File: config.mk
export PLATFORM = sky130hd
export DESIGN_NAME = riscv_multicycle_ctrl
export DESIGN_NICKNAME = d
export VERILOG_FILES = /design/src/rtl/riscv_ctrl_pkg.sv /design/src/rtl/riscv_alu_decoder.sv /design/src/rtl/riscv_multicycle_ctrl.sv
export SDC_FILE = /design/constraint.sdc
export NUM_CORES = 1
export LEC_CHECK = 0
export CORE_MARGIN = 2
export CORE_UTILIZATION = 30
export DETAILED_ROUTE_END_ITERATION = 6
export DONT_BUFFER_PORTS = 1
export MAX_ROUTING_LAYER = met4
export SLEW_MARGIN = 40
export SYNTH_ARGS = -nofsm -noshare
export SYNTH_HDL_FRONTEND = slang
export SYNTH_SLANG_ARGS = --single-unit
File: constraint.sdc
create_clock -name clk -period 4.4 [get_ports clk]
set_clock_uncertainty 0.15 [all_clocks]
set_input_delay 0.66 -clock clk [delete_from_list [all_inputs] [get_ports clk]]
set_output_delay 0.66 -clock clk [all_outputs]
set_load 0.02 [all_outputs]
File: src/rtl/riscv_ctrl_pkg.sv
// Shared encodings for the RISC-V multi-cycle control unit.
// Optional macro RV_CTRL_UPPER_IMM_EN enables LUI/AUIPC support (U-type immediates).
package riscv_ctrl_pkg;

  typedef enum logic [3:0] {
    S_FETCH    = 4'd0,
    S_DECODE   = 4'd1,
    S_MEMADR   = 4'd2,
    S_MEMREAD  = 4'd3,
    S_MEMWB    = 4'd4,
    S_MEMWRITE = 4'd5,
    S_EXECUTER = 4'd6,
    S_EXECUTEI = 4'd7,
    S_ALUWB    = 4'd8,
    S_JAL      = 4'd9,
    S_BEQ      = 4'd10,
    S_UPPER    = 4'd11
  } state_t;

  localparam logic [6:0] OP_LOAD  = 7'b0000011;
  localparam logic [6:0] OP_STORE = 7'b0100011;
  localparam logic [6:0] OP_RTYPE = 7'b0110011;
  localparam logic [6:0] OP_ITYPE = 7'b0010011;
  localparam logic [6:0] OP_JAL   = 7'b1101111;
  localparam logic [6:0] OP_BEQ   = 7'b1100011;
  localparam logic [6:0] OP_LUI   = 7'b0110111;
  localparam logic [6:0] OP_AUIPC = 7'b0010111;

  localparam logic [2:0] ALU_ADD = 3'b000;
  localparam logic [2:0] ALU_SUB = 3'b001;
  localparam logic [2:0] ALU_AND = 3'b010;
  localparam logic [2:0] ALU_OR  = 3'b011;
  localparam logic [2:0] ALU_SLT = 3'b101;

  localparam logic [1:0] ALUOP_ADD   = 2'b00;
  localparam logic [1:0] ALUOP_SUB   = 2'b01;
  localparam logic [1:0] ALUOP_FUNCT = 2'b10;

  localparam logic [1:0] RES_ALUOUT    = 2'b00;
  localparam logic [1:0] RES_DATA      = 2'b01;
  localparam logic [1:0] RES_ALURESULT = 2'b10;

  localparam logic [1:0] SRCA_PC    = 2'b00;
  localparam logic [1:0] SRCA_OLDPC = 2'b01;
  localparam logic [1:0] SRCA_RS1   = 2'b10;
  localparam logic [1:0] SRCA_ZERO  = 2'b11;

  localparam logic [1:0] SRCB_RS2  = 2'b00;
  localparam logic [1:0] SRCB_IMM  = 2'b01;
  localparam logic [1:0] SRCB_FOUR = 2'b10;

  localparam logic [2:0] IMM_I = 3'b000;
  localparam logic [2:0] IMM_S = 3'b001;
  localparam logic [2:0] IMM_B = 3'b010;
  localparam logic [2:0] IMM_J = 3'b011;
  localparam logic [2:0] IMM_U = 3'b100;

`ifdef RV_CTRL_UPPER_IMM_EN
  localparam bit UPPER_IMM_EN = 1'b1;
`else
  localparam bit UPPER_IMM_EN = 1'b0;
`endif

  // Immediate format straight from the opcode; U-type only exists with the upper-immediate option.
  function automatic logic [2:0] imm_decode(input logic [6:0] op);
    logic [2:0] imm;
    imm = IMM_I;
    case (op)
      OP_STORE:         imm = IMM_S;
      OP_BEQ:           imm = IMM_B;
      OP_JAL:           imm = IMM_J;
      OP_LUI, OP_AUIPC: imm = UPPER_IMM_EN ? IMM_U : IMM_I;
      default:          imm = IMM_I;
    endcase
    return imm;
  endfunction

endpackage

File: src/rtl/riscv_alu_decoder.sv
// Combinational ALU decoder: alu_op plus instruction fields to alu_control.
module riscv_alu_decoder
  import riscv_ctrl_pkg::*;
(
  input  logic [1:0] i_alu_op,
  input  logic [2:0] i_funct3,
  input  logic       i_op_b5,
  input  logic       i_funct7b5,
  output logic [2:0] o_alu_control
);

  // Select ALU operation; subtract on funct3=000 only for R-type with funct7[5] set.
  always_comb begin
    o_alu_control = ALU_ADD;
    case (i_alu_op)
      ALUOP_SUB: o_alu_control = ALU_SUB;
      ALUOP_FUNCT: begin
        case (i_funct3)
          3'b000:  o_alu_control = (i_op_b5 & i_funct7b5) ? ALU_SUB : ALU_ADD;
          3'b010:  o_alu_control = ALU_SLT;
          3'b110:  o_alu_control = ALU_OR;
          3'b111:  o_alu_control = ALU_AND;
          default: o_alu_control = ALU_ADD;
        endcase
      end
      default: o_alu_control = ALU_ADD;
    endcase
  end

endmodule

File: src/rtl/riscv_multicycle_ctrl.sv
// Main control FSM of the RISC-V multi-cycle core (Moore outputs, async active-low reset).
// Optional macro RV_CTRL_UPPER_IMM_EN adds the UPPER state for LUI/AUIPC.
module riscv_multicycle_ctrl
  import riscv_ctrl_pkg::*;
#(
  parameter bit RESET_STATE_HOLD = 1'b1
)
(
  input  logic       clk,
  input  logic       reset,
  input  logic [6:0] opcode,
  input  logic [2:0] funct3,
  input  logic       funct7b5,
  input  logic       zero,
  output logic       pc_write,
  output logic       adr_src,
  output logic       mem_write,
  output logic       ir_write,
  output logic       reg_write,
  output logic [1:0] result_src,
  output logic [1:0] alu_src_a,
  output logic [1:0] alu_src_b,
  output logic [2:0] alu_control,
  output logic [2:0] imm_src,
  output logic       illegal_instr
);

  state_t     r_state;
  state_t     w_next;
  logic       w_pc_update;
  logic       w_branch;
  logic       w_ir_write;
  logic       w_mem_write;
  logic       w_reg_write;
  logic       w_illegal;
  logic [1:0] w_alu_op;
  logic       w_hold;

  // State register.
  always_ff @(posedge clk or negedge reset) begin
    if (!reset) r_state <= S_FETCH;
    else        r_state <= w_next;
  end

  // Next state and per-state control values.
  always_comb begin
    w_next      = S_FETCH;
    w_pc_update = 1'b0;
    w_branch    = 1'b0;
    w_ir_write  = 1'b0;
    w_mem_write = 1'b0;
    w_reg_write = 1'b0;
    w_illegal   = 1'b0;
    w_alu_op    = ALUOP_ADD;
    adr_src     = 1'b0;
    result_src  = RES_ALUOUT;
    alu_src_a   = SRCA_PC;
    alu_src_b   = SRCB_RS2;
    case (r_state)
      S_FETCH: begin
        w_ir_write  = 1'b1;
        w_pc_update = 1'b1;
        alu_src_b   = SRCB_FOUR;
        result_src  = RES_ALURESULT;
        w_next      = S_DECODE;
      end
      S_DECODE: begin
        alu_src_a = SRCA_OLDPC;
        alu_src_b = SRCB_IMM;
        case (opcode)
          OP_LOAD, OP_STORE: w_next = S_MEMADR;
          OP_RTYPE:          w_next = S_EXECUTER;
          OP_ITYPE:          w_next = S_EXECUTEI;
          OP_JAL:            w_next = S_JAL;
          OP_BEQ:            w_next = S_BEQ;
`ifdef RV_CTRL_UPPER_IMM_EN
          OP_LUI, OP_AUIPC:  w_next = S_UPPER;
`endif
          default: begin
            w_next    = S_FETCH;
            w_illegal = 1'b1;
          end
        endcase
      end
      S_MEMADR: begin
        alu_src_a = SRCA_RS1;
        alu_src_b = SRCB_IMM;
        w_next    = opcode[5] ? S_MEMWRITE : S_MEMREAD;
      end
      S_MEMREAD: begin
        adr_src = 1'b1;
        w_next  = S_MEMWB;
      end
      S_MEMWB: begin
        result_src  = RES_DATA;
        w_reg_write = 1'b1;
        w_next      = S_FETCH;
      end
      S_MEMWRITE: begin
        adr_src     = 1'b1;
        w_mem_write = 1'b1;
        w_next      = S_FETCH;
      end
      S_EXECUTER: begin
        alu_src_a = SRCA_RS1;
        w_alu_op  = ALUOP_FUNCT;
        w_next    = S_ALUWB;
      end
      S_EXECUTEI: begin
        alu_src_a = SRCA_RS1;
        alu_src_b = SRCB_IMM;
        w_alu_op  = ALUOP_FUNCT;
        w_next    = S_ALUWB;
      end
      S_ALUWB: begin
        w_reg_write = 1'b1;
        w_next      = S_FETCH;
      end
      S_JAL: begin
        alu_src_a   = SRCA_OLDPC;
        alu_src_b   = SRCB_FOUR;
        w_pc_update = 1'b1;
        w_next      = S_ALUWB;
      end
      S_BEQ: begin
        alu_src_a = SRCA_RS1;
        w_alu_op  = ALUOP_SUB;
        w_branch  = 1'b1;
        w_next    = S_FETCH;
      end
      S_UPPER: begin
        alu_src_a = (opcode == OP_LUI) ? SRCA_ZERO : SRCA_OLDPC;
        alu_src_b = SRCB_IMM;
        w_next    = S_ALUWB;
      end
      default: w_next = S_FETCH;
    endcase
  end

  // Write enables are forced low while reset is held.
  assign w_hold        = RESET_STATE_HOLD & ~reset;
  assign pc_write      = ~w_hold & (w_pc_update | (w_branch & zero));
  assign ir_write      = ~w_hold & w_ir_write;
  assign mem_write     = ~w_hold & w_mem_write;
  assign reg_write     = ~w_hold & w_reg_write;
  assign illegal_instr = ~w_hold & w_illegal;
  assign imm_src       = imm_decode(opcode);

  riscv_alu_decoder u_alu_decoder (
    .i_alu_op      (w_alu_op),
    .i_funct3      (funct3),
    .i_op_b5       (opcode[5]),
    .i_funct7b5    (funct7b5),
    .o_alu_control (alu_control)
  );

endmodule
==> impl_metrics.csv, run 1 <==
group,metric,value,unit
power,p_switching,117,uW
routing,dr_total_vias,556,
global_route,grt_overflow,0,
sta,period_share,63.7,%
die,num_rows,15,
synth,ys_ff_latch,4,
setup_path,slowest_delay,540,ps
final_layout,area_growth,6.09,%
global_route,grt_max_degree,13,
die,dieArea,0.00221,mm^2
sta,maxSlewHeadroom,51.9,%
cts,cts_inserted_buffers,3,
placed_design,dp.cells,97,
power,p_leak,0.280,nW
power,ir_drop,167,uV
placed_design,hpwl,1.07,mm
sta,worst_pin_slew,717,ps
die,die_h,47.0,um
sta,finalCriticalPeriod,2800,ps
placed_design,io_buffers,0,
final_layout,post-route-util,34.1,%
final_layout,n_fill_cell,199,
setup_path,worstPathCellList,"or2_2 > nor3_1 > and2_1",
final_layout,most-common-layout-cells,"inv_1, a21oi_1, nor2_1",
setup_path,worstSetupPathType,"flip-flop to output pin",
final_layout,top_register,"r_state",
setup_path,arrival,1990,ps
synth,synth_seq_area_share,18.1,%
min_path,hold_class,"input pin to flip-flop",
synth,ys.flop_type,"dfrtp_1",
synth,synth_area_per_cell,7.20,um^2
cts,cts_root_buffer,"clkbuf_4",
final_layout,antenna_cells,0,
final_layout,largest_reg_flops,4,
synth,synth_edf_count,0,
global_route,grt_pass1_wl,2.10,mm
die,pin_count,32,
power,p_comb_share,51.7,%
setup_path,critPathRequiredTime,3590,ps
routing,drt_iter0_drc,9,
global_route,grt_pass1_vias,466,
setup_path,cp-end-kind,"output pin",
setup_path,path_max_fanout,12,
sta,finalSetupTns,0,ps
synth,ys_types,37,
power,powerDensity,384,mW/mm^2
sta,fmax,357,MHz
cts,cts_tree,"yes",
sta,hold_violations,0,
power,seqPwrFrac,27.4,%
power,cell_internal_pwr,109,uW
die,core-area,0.00173,mm^2
routing,final_antenna_net_count,0,
cts,cts_htree_levels,1,
status,status,"complete, no violations",
sta,drv_slew,0,
run,max_cap_violations,0,
synth,syn_inst,77,
cts,cts.sinks,4,
synth,synth-async-reset-ratio,100,%
sta,whs,524,ps
final_layout,instances_no_fill,101,
routing,drt_first_pass_iters,4,
final_layout,fin_nets,94,
final_layout,top_regs,"r_state x4",
sta,rsz0062_at_grt,"false",
routing,vias_per_cell,5.50,
cts,post_cts_resized,0,
synth,yosys_warnings,0,
synth,syn_nets,93,
setup_path,cp-start-kind,"flip-flop",
cts,cts_buffer_depth,2,
sta,timing.final.setup_violations,0,
routing,wire_per_inst,13.7,um
die,initial_core_util,32.1,%
cts,clk_pin_slew,40,ps
routing,drc,0,
power,switching_share,51.8,%
setup_path,slowest_stage,"nor3_1",
synth,syn_area,554,um^2
final_layout,multi_input_area,405,um^2
die,fp.dieW,47.0,um
final_layout,drive_gt1_share,6.58,%
final_layout,register_area,100,um^2
power,clockPowerShare,20.8,%
cts,clk_latency,240,ps
global_route,antenna_found_initial,0,
placed_design,gp_congestion,0.800,
global_route,grt_util_all_layers,14.0,%
routing,wl,1.38,mm
[cell type report]
type / instances / share of cell area, %
timing repair buffer: 1 / 1.70
sequential: 4 / 17.0
inverter: 5 / 3.19
multi-input combinational: 63 / 68.9
tap: 25 / 5.32
clock buffer: 3 / 3.83
[cells in the mapped netlist, drive strengths merged, types with 2 or more instances]
master / instances / area (um^2)
dfrtp: 4 / 100
buf: 5 / 30.0
and3: 4 / 25.0
ha: 2 / 25.0
nor2: 5 / 18.8
nor4b: 3 / 26.3
nand2: 4 / 15.0
nor3: 4 / 20.0
a21oi: 5 / 25.0
o21ai: 4 / 20.0
nand3: 4 / 20.0
inv: 5 / 18.8
nand2b: 2 / 12.5
xor2: 3 / 26.3
and2: 3 / 18.8
[cell families (layout without fill, tap and decap cells)]
kind of cell / count (synthesis) / count (layout) / share of synthesized area, %
AO/OA/AOI/OAI: 18 / 18 / 20.8
XOR/XNOR: 4 / 4 / 6.32
adder cells (fa/ha/maj): 2 / 2 / 4.51
buffers and inverters: 10 / 9 / 8.80
flip-flops: 4 / 4 / 18.1
other: 1 / 1 / 0.677
AND/OR/NAND/NOR: 38 / 38 / 40.9
[worst max-delay path, delay by kind of cell (launching register included)]
family | cells | cell delay, ps
and+or+nand+nor | 3 | 1250
DFF | 1 | 510
[stage by stage]
step           power, mW  area, um^2  setup slack (ps)
2_1_floorplan      0.169         554              1960
3_3_place_gp       0.176         556              1900
3_5_place_dp       0.178         556              1860
4_1_cts            0.228         588              1600
5_1_grt            0.243         588              1460
6_report           0.226         588              1600
[layer usage]
layer / global-route usage [%] / routed length (um)
met4: 8.33 / 23
met5: - / 0
met3: 3.85 / 101
met1: 20.0 / 693
met2: 17.0 / 565
[repair_timing]
| item | in CTS | in global routing |
|---|---|---|
| hold endpoints to repair | 4 | 0 |
| setup buffers | 0 | 0 |
| setup endpoints to repair | 0 | 0 |
| hold buffers | 1 | 0 |
[power by group through the flow]
stage	Combinational (mW)	Sequential (mW)	Clock (mW)
floorplan	0.122	0.0476	0
global placement	0.115	0.0616	0
detailed placement	0.116	0.0624	0
CTS	0.118	0.0617	0.0488
global route	0.125	0.0644	0.0527
finish	0.117	0.0620	0.0471
[final timing paths]
path,from,endpoint,slack (ps),depth (start not counted)
max in group asynchronous,reset,r_state[1],3400,1
min in group asynchronous,reset,r_state[2],540,1
worst max register to register,r_state[1],r_state[1],2810,2
worst max-delay path,r_state[3],ir_write,1600,3
worst min register to register,r_state[1],r_state[3],680,2
worst min-delay path,opcode[2],r_state[1],520,2
(Power assumes the default switching activity.)
==> inputs of run 2 (changes only) <==
clock period = 2.94 ns   (was 4.4 ns; I/O delays follow)
==> impl_metrics.csv, run 2 (synthesis gave the netlist of run 1 again) <==
group,metric,value,unit
power,p_leak,0.290,nW
cts,clk_pin_slew,40,ps
cts,cts_root_buffer,"clkbuf_4",
power,p_comb_share,55.4,%
placed_design,pre_cts_ws,713,ps
placed_design,gp_congestion,0.784,
routing,drt-met1-wl,630,um
sta,finalSetupTns,0,ps
cts,cts_htree_levels,1,
global_route,grt_overflow,0,
routing,route.met2.wl,596,um
setup_path,critPathRequiredTime,2350,ps
sta,period_share,83.4,%
sta,timing.final.ws_setup,489,ps
die,fp.dieW,47.0,um
final_layout,multi_input_area,405,um^2
power,clockPowerShare,18.7,%
final_layout,antenna_cells,0,
routing,drt_iter0_drc,8,
final_layout,largest_reg_flops,4,
final_layout,register_area,100,um^2
final_layout,fin_nets,96,
routing,top_layer,"met4",
die,num_rows,15,
routing,wl,1.36,mm
sta,timing.final.setup_violations,0,
setup_path,cp-end-kind,"output pin",
sta,maxSlewHeadroom,56.0,%
cts,cts.sinks,4,
die,core-area,0.00173,mm^2
power,switching_share,48.9,%
setup_path,cp-start-kind,"flip-flop",
routing,dr_total_vias,549,
setup_path,path_max_fanout,12,
global_route,antenna_found_initial,0,
placed_design,hpwl,1.10,mm
cts,cts_tree,"yes",
global_route,grt_util_all_layers,13.8,%
setup_path,arrival,1860,ps
final_layout,area_growth,8.80,%
cts,holdBufCountCts,1,
placed_design,io_buffers,0,
min_path,hold_class,"input pin to flip-flop",
cts,cts_inserted_buffers,3,
routing,drc,0,
routing,final_antenna_net_count,0,
final_layout,most-common-layout-cells,"inv_1, a21oi_1, nor2_1",
die,dieArea,0.00221,mm^2
final_layout,n_fill_cell,206,
routing,met3_length,122,um
power,cell_internal_pwr,182,uW
routing,wire_per_inst,13.2,um
routing,drt_first_pass_iters,4,
final_layout,drive_gt1_share,8.97,%
power,p_switching,174,uW
global_route,grt_pass1_vias,445,
setup_path,worstSetupPathType,"flip-flop to output pin",
final_layout,top_register,"r_state",
cts,clk_latency,230,ps
sta,worst_pin_slew,654,ps
die,pin_count,32,
die,initial_core_util,32.1,%
sta,drv_slew,0,
sta,fmax,408,MHz
sta,finalCriticalPeriod,2450,ps
die,die_h,47.0,um
final_layout,top_regs,"r_state x4",
cts,cts_buffer_depth,2,
status,status,"complete, no violations",
cts,post_cts_resized,0,
power,ir_drop,360,uV
sta,hold_violations,0,
cts,cts_setup_buffers,0,
run,max_cap_violations,0,
global_route,grt_pass1_wl,2.08,mm
sta,rsz0062_at_grt,"false",
power,powerDensity,589,mW/mm^2
global_route,grt_max_degree,13,
final_layout,post-route-util,34.9,%
power,seqPwrFrac,25.9,%
routing,vias_per_cell,5.33,
run 2: path summary, 6_finish.rpt:
check | slack (ps) | to | from | depth (start not counted)
setup / recovery | 490 | alu_control[0] | r_state[3] | 6
hold reg to reg | 680 | r_state[3] | r_state[1] | 2
max in group asynchronous | 2140 | r_state[0] | reset | 1
min in group asynchronous | 330 | r_state[3] | reset | 1
setup reg to reg | 1420 | r_state[1] | r_state[1] | 2
hold / removal | 300 | r_state[0] | opcode[5] | 2
run 2: power by group through the flow:
| stage | clock network (mW) | registers (mW) | logic (mW) |
|---|---|---|---|
| floorplan | 0 | 0.0713 | 0.182 |
| global placement | 0 | 0.0932 | 0.194 |
| finish | 0.0665 | 0.0921 | 0.197 |
| detailed placement | 0 | 0.0924 | 0.195 |
| CTS | 0.0706 | 0.0917 | 0.197 |
| global route | 0.0766 | 0.0959 | 0.215 |
run 2: worst max-delay path, cell delays in order, from the launching register on:
cell,delay (ps)
dfrtp_1,510
nor2b_1,220
nand2_1,120
inv_1,90
ha_1,190
a31oi_1,90
a21oi_1,400
run 2: routing by layer:
metal	vias to the layer above	GRT usage [%]
li1	280	-
met1	245	20.4
met2	22	17.0
met3	2	4.62
met4	0	5.00
met5	-	-
run 2: layout make-up:
class | instances | share of cell area (%)
Timing Repair Buffer | 3 | 4.15
Tap cell | 25 | 5.19
Inverter | 5 | 3.11
Clock buffer | 3 | 3.73
Multi-Input combinational cell | 63 | 67.2
Sequential cell | 4 | 16.6
run 2: through the flow:
step / hold WS (ps) / cells / power [mW] / cell area [um^2]
after floorplan: -4.59 / 77 / 0.253 / 554
after global placement: -4.37 / 99 / 0.287 / 571
after detailed placement: -4.34 / 99 / 0.287 / 571
after CTS: 289 / 103 / 0.360 / 603
after global routing: 298 / 103 / 0.387 / 603
final: 299 / 103 / 0.355 / 603
==> inputs of run 3 (changes only) <==
clock period = 2.4 ns   (was 2.94 ns; I/O delays follow)
==> impl_metrics.csv, run 3 (synthesis gave the netlist of run 1 again) <==
group,metric,value,unit
placed_design,gp_congestion,0.783,
setup_path,path_max_fanout,10,
final_layout,area_growth,15.3,%
global_route,grt_util_all_layers,13.8,%
routing,drt_iter0_drc,10,
cts,cts_buffer_depth,2,
sta,finalSetupTns,0,ps
routing,route.met2.wl,632,um
final_layout,drive_gt1_share,17.3,%
sta,fmax,446,MHz
global_route,grt_pass1_vias,487,
cts,cts_setup_buffers,0,
power,p_leak,0.307,nW
setup_path,worstPathCellList,"nor2b_1 > nand2_1 > inv_1 > ha_1 > nand4_1 > a21oi_2",
sta,hold_violations,0,
routing,drc,0,
die,initial_core_util,32.1,%
setup_path,worstSetupPathType,"flip-flop to output pin",
setup_path,slowest_delay,450,ps
routing,final_antenna_net_count,0,
setup_path,cp-end-kind,"output pin",
die,die_h,47.0,um
die,core-area,0.00173,mm^2
die,dieArea,0.00221,mm^2
final_layout,n_fill_cell,197,
min_path,hold_class,"input pin to flip-flop",
setup_path,critPathRequiredTime,1890,ps
routing,met3_length,138,um
final_layout,most-common-layout-cells,"inv_1, buf_4",
routing,vias_per_cell,5.34,
sta,rsz0062_at_grt,"false",
setup_path,rr_startpoint,"r_state[3]",
setup_path,startpoint,"r_state[2]",
setup_path,arrival,1730,ps
routing,dr_total_vias,566,
sta,timing.final.setup_violations,0,
final_layout,largest_reg_flops,4,
sta,period_share,93.3,%
final_layout,antenna_cells,0,
routing,top_layer,"met3",
cts,cts_htree_levels,1,
setup_path,cp-start-kind,"flip-flop",
global_route,grt_overflow,0,
placed_design,dp.cells,102,
global_route,grt_pass1_wl,2.10,mm
final_layout,top_register,"r_state",
die,num_rows,15,
setup_path,slowest_stage,"dfrtp_2",
routing,wire_per_inst,13.5,um
power,powerDensity,707,mW/mm^2
global_route,grt_max_degree,13,
routing,drt-met1-wl,661,um
final_layout,instances_no_fill,106,
cts,cts_inserted_buffers,3,
power,ir_drop,432,uV
min_path,min-delay-start,"opcode[2]",
routing,wl,1.43,mm
status,status,"complete, no violations",
sta,finalCriticalPeriod,2240,ps
cts,cts_root_buffer,"clkbuf_4",
sta,drv_slew,0,
global_route,antenna_found_initial,0,
die,fp.dieW,47.0,um
cts,clk_pin_slew,40,ps
cts,cts_tree,"yes",
cts,clk_latency,240,ps
die,pin_count,32,
placed_design,io_buffers,0,
final_layout,top_regs,"r_state x4",
final_layout,post-route-util,37.0,%
final_layout,fin_nets,99,
routing,drt_first_pass_iters,4,
run,max_cap_violations,0,
cts,cts.sinks,4,
placed_design,hpwl,1.12,mm
==> run 3: cell types whose count changed in the layout (fill, tap and decap cells not counted), sizes merged <==
cell,previous run,this run
buf,2,5
==> run 3: worst max-delay path, delay by kind of cell (launching register included) <==
family	cells	cell delay [ps]
simple gates	3	470
flops	1	450
compound gates	1	290
fa+ha+maj	1	200
buf+inv	1	90
==> run 3: path summary, 6_finish.rpt <==
kind / slack, ps / cells after the start / end
setup / recovery: 160 / 6 / alu_control[0]
hold / removal: 220 / 2 / r_state[1]
setup reg to reg: 940 / 4 / r_state[0]
hold reg to reg: 600 / 2 / r_state[0]
max in group asynchronous: 1680 / 1 / r_state[2]
min in group asynchronous: 240 / 1 / r_state[3]
==> run 3: timing repair <==
item                                   in CTS  in global routing
hold buffers                                1                  0
endpoints found under the hold margin       4                  0
setup endpoints to repair                   1                  3
resized for setup                           1                  3
==> run 3: power by group <==
| group | total (mW) | leakage [nW] | switching (mW) | internal, mW |
|---|---|---|---|---|
| combinational | 0.254 | 0.241 | 0.155 | 0.0982 |
| sequential | 0.113 | 0.0518 | 0.0338 | 0.0788 |
| clock | 0.0860 | 0.0138 | 0.0299 | 0.0561 |
| total | 0.452 | 0.307 | 0.219 | 0.233 |
==> run 3: final cells by class <==
class | instances | area (um^2) | area share (%)
Multi-Input combinational cell | 63 | 418 | 65.4
Timing Repair Buffer | 6 | 47.5 | 7.44
Clock buffer | 3 | 22.5 | 3.52
Tap cell | 25 | 31.3 | 4.89
Inverter | 5 | 18.8 | 2.94
Sequential cell | 4 | 101 | 15.9
==> run 3: routing by layer <==
| metal | track usage (%) | vias to the layer above |
|---|---|---|
| met4 | 5.00 | 0 |
| met2 | 18.1 | 22 |
| met5 | - | - |
| met1 | 19.0 | 259 |
| met3 | 5.38 | 0 |
| li1 | - | 285 |
==> run 3: metrics by stage <==
stage / hold slack [ps] / power (mW) / instance area, um^2 / worst slack, ps
2_1_floorplan: -85.6 / 0.310 / 554 / 257
3_3_place_gp: -85.4 / 0.359 / 593 / 330
3_5_place_dp: -85.4 / 0.361 / 593 / 251
4_1_cts: 214 / 0.452 / 629 / 76.8
5_1_grt: 215 / 0.485 / 639 / 41.1
6_report: 225 / 0.452 / 639 / 160
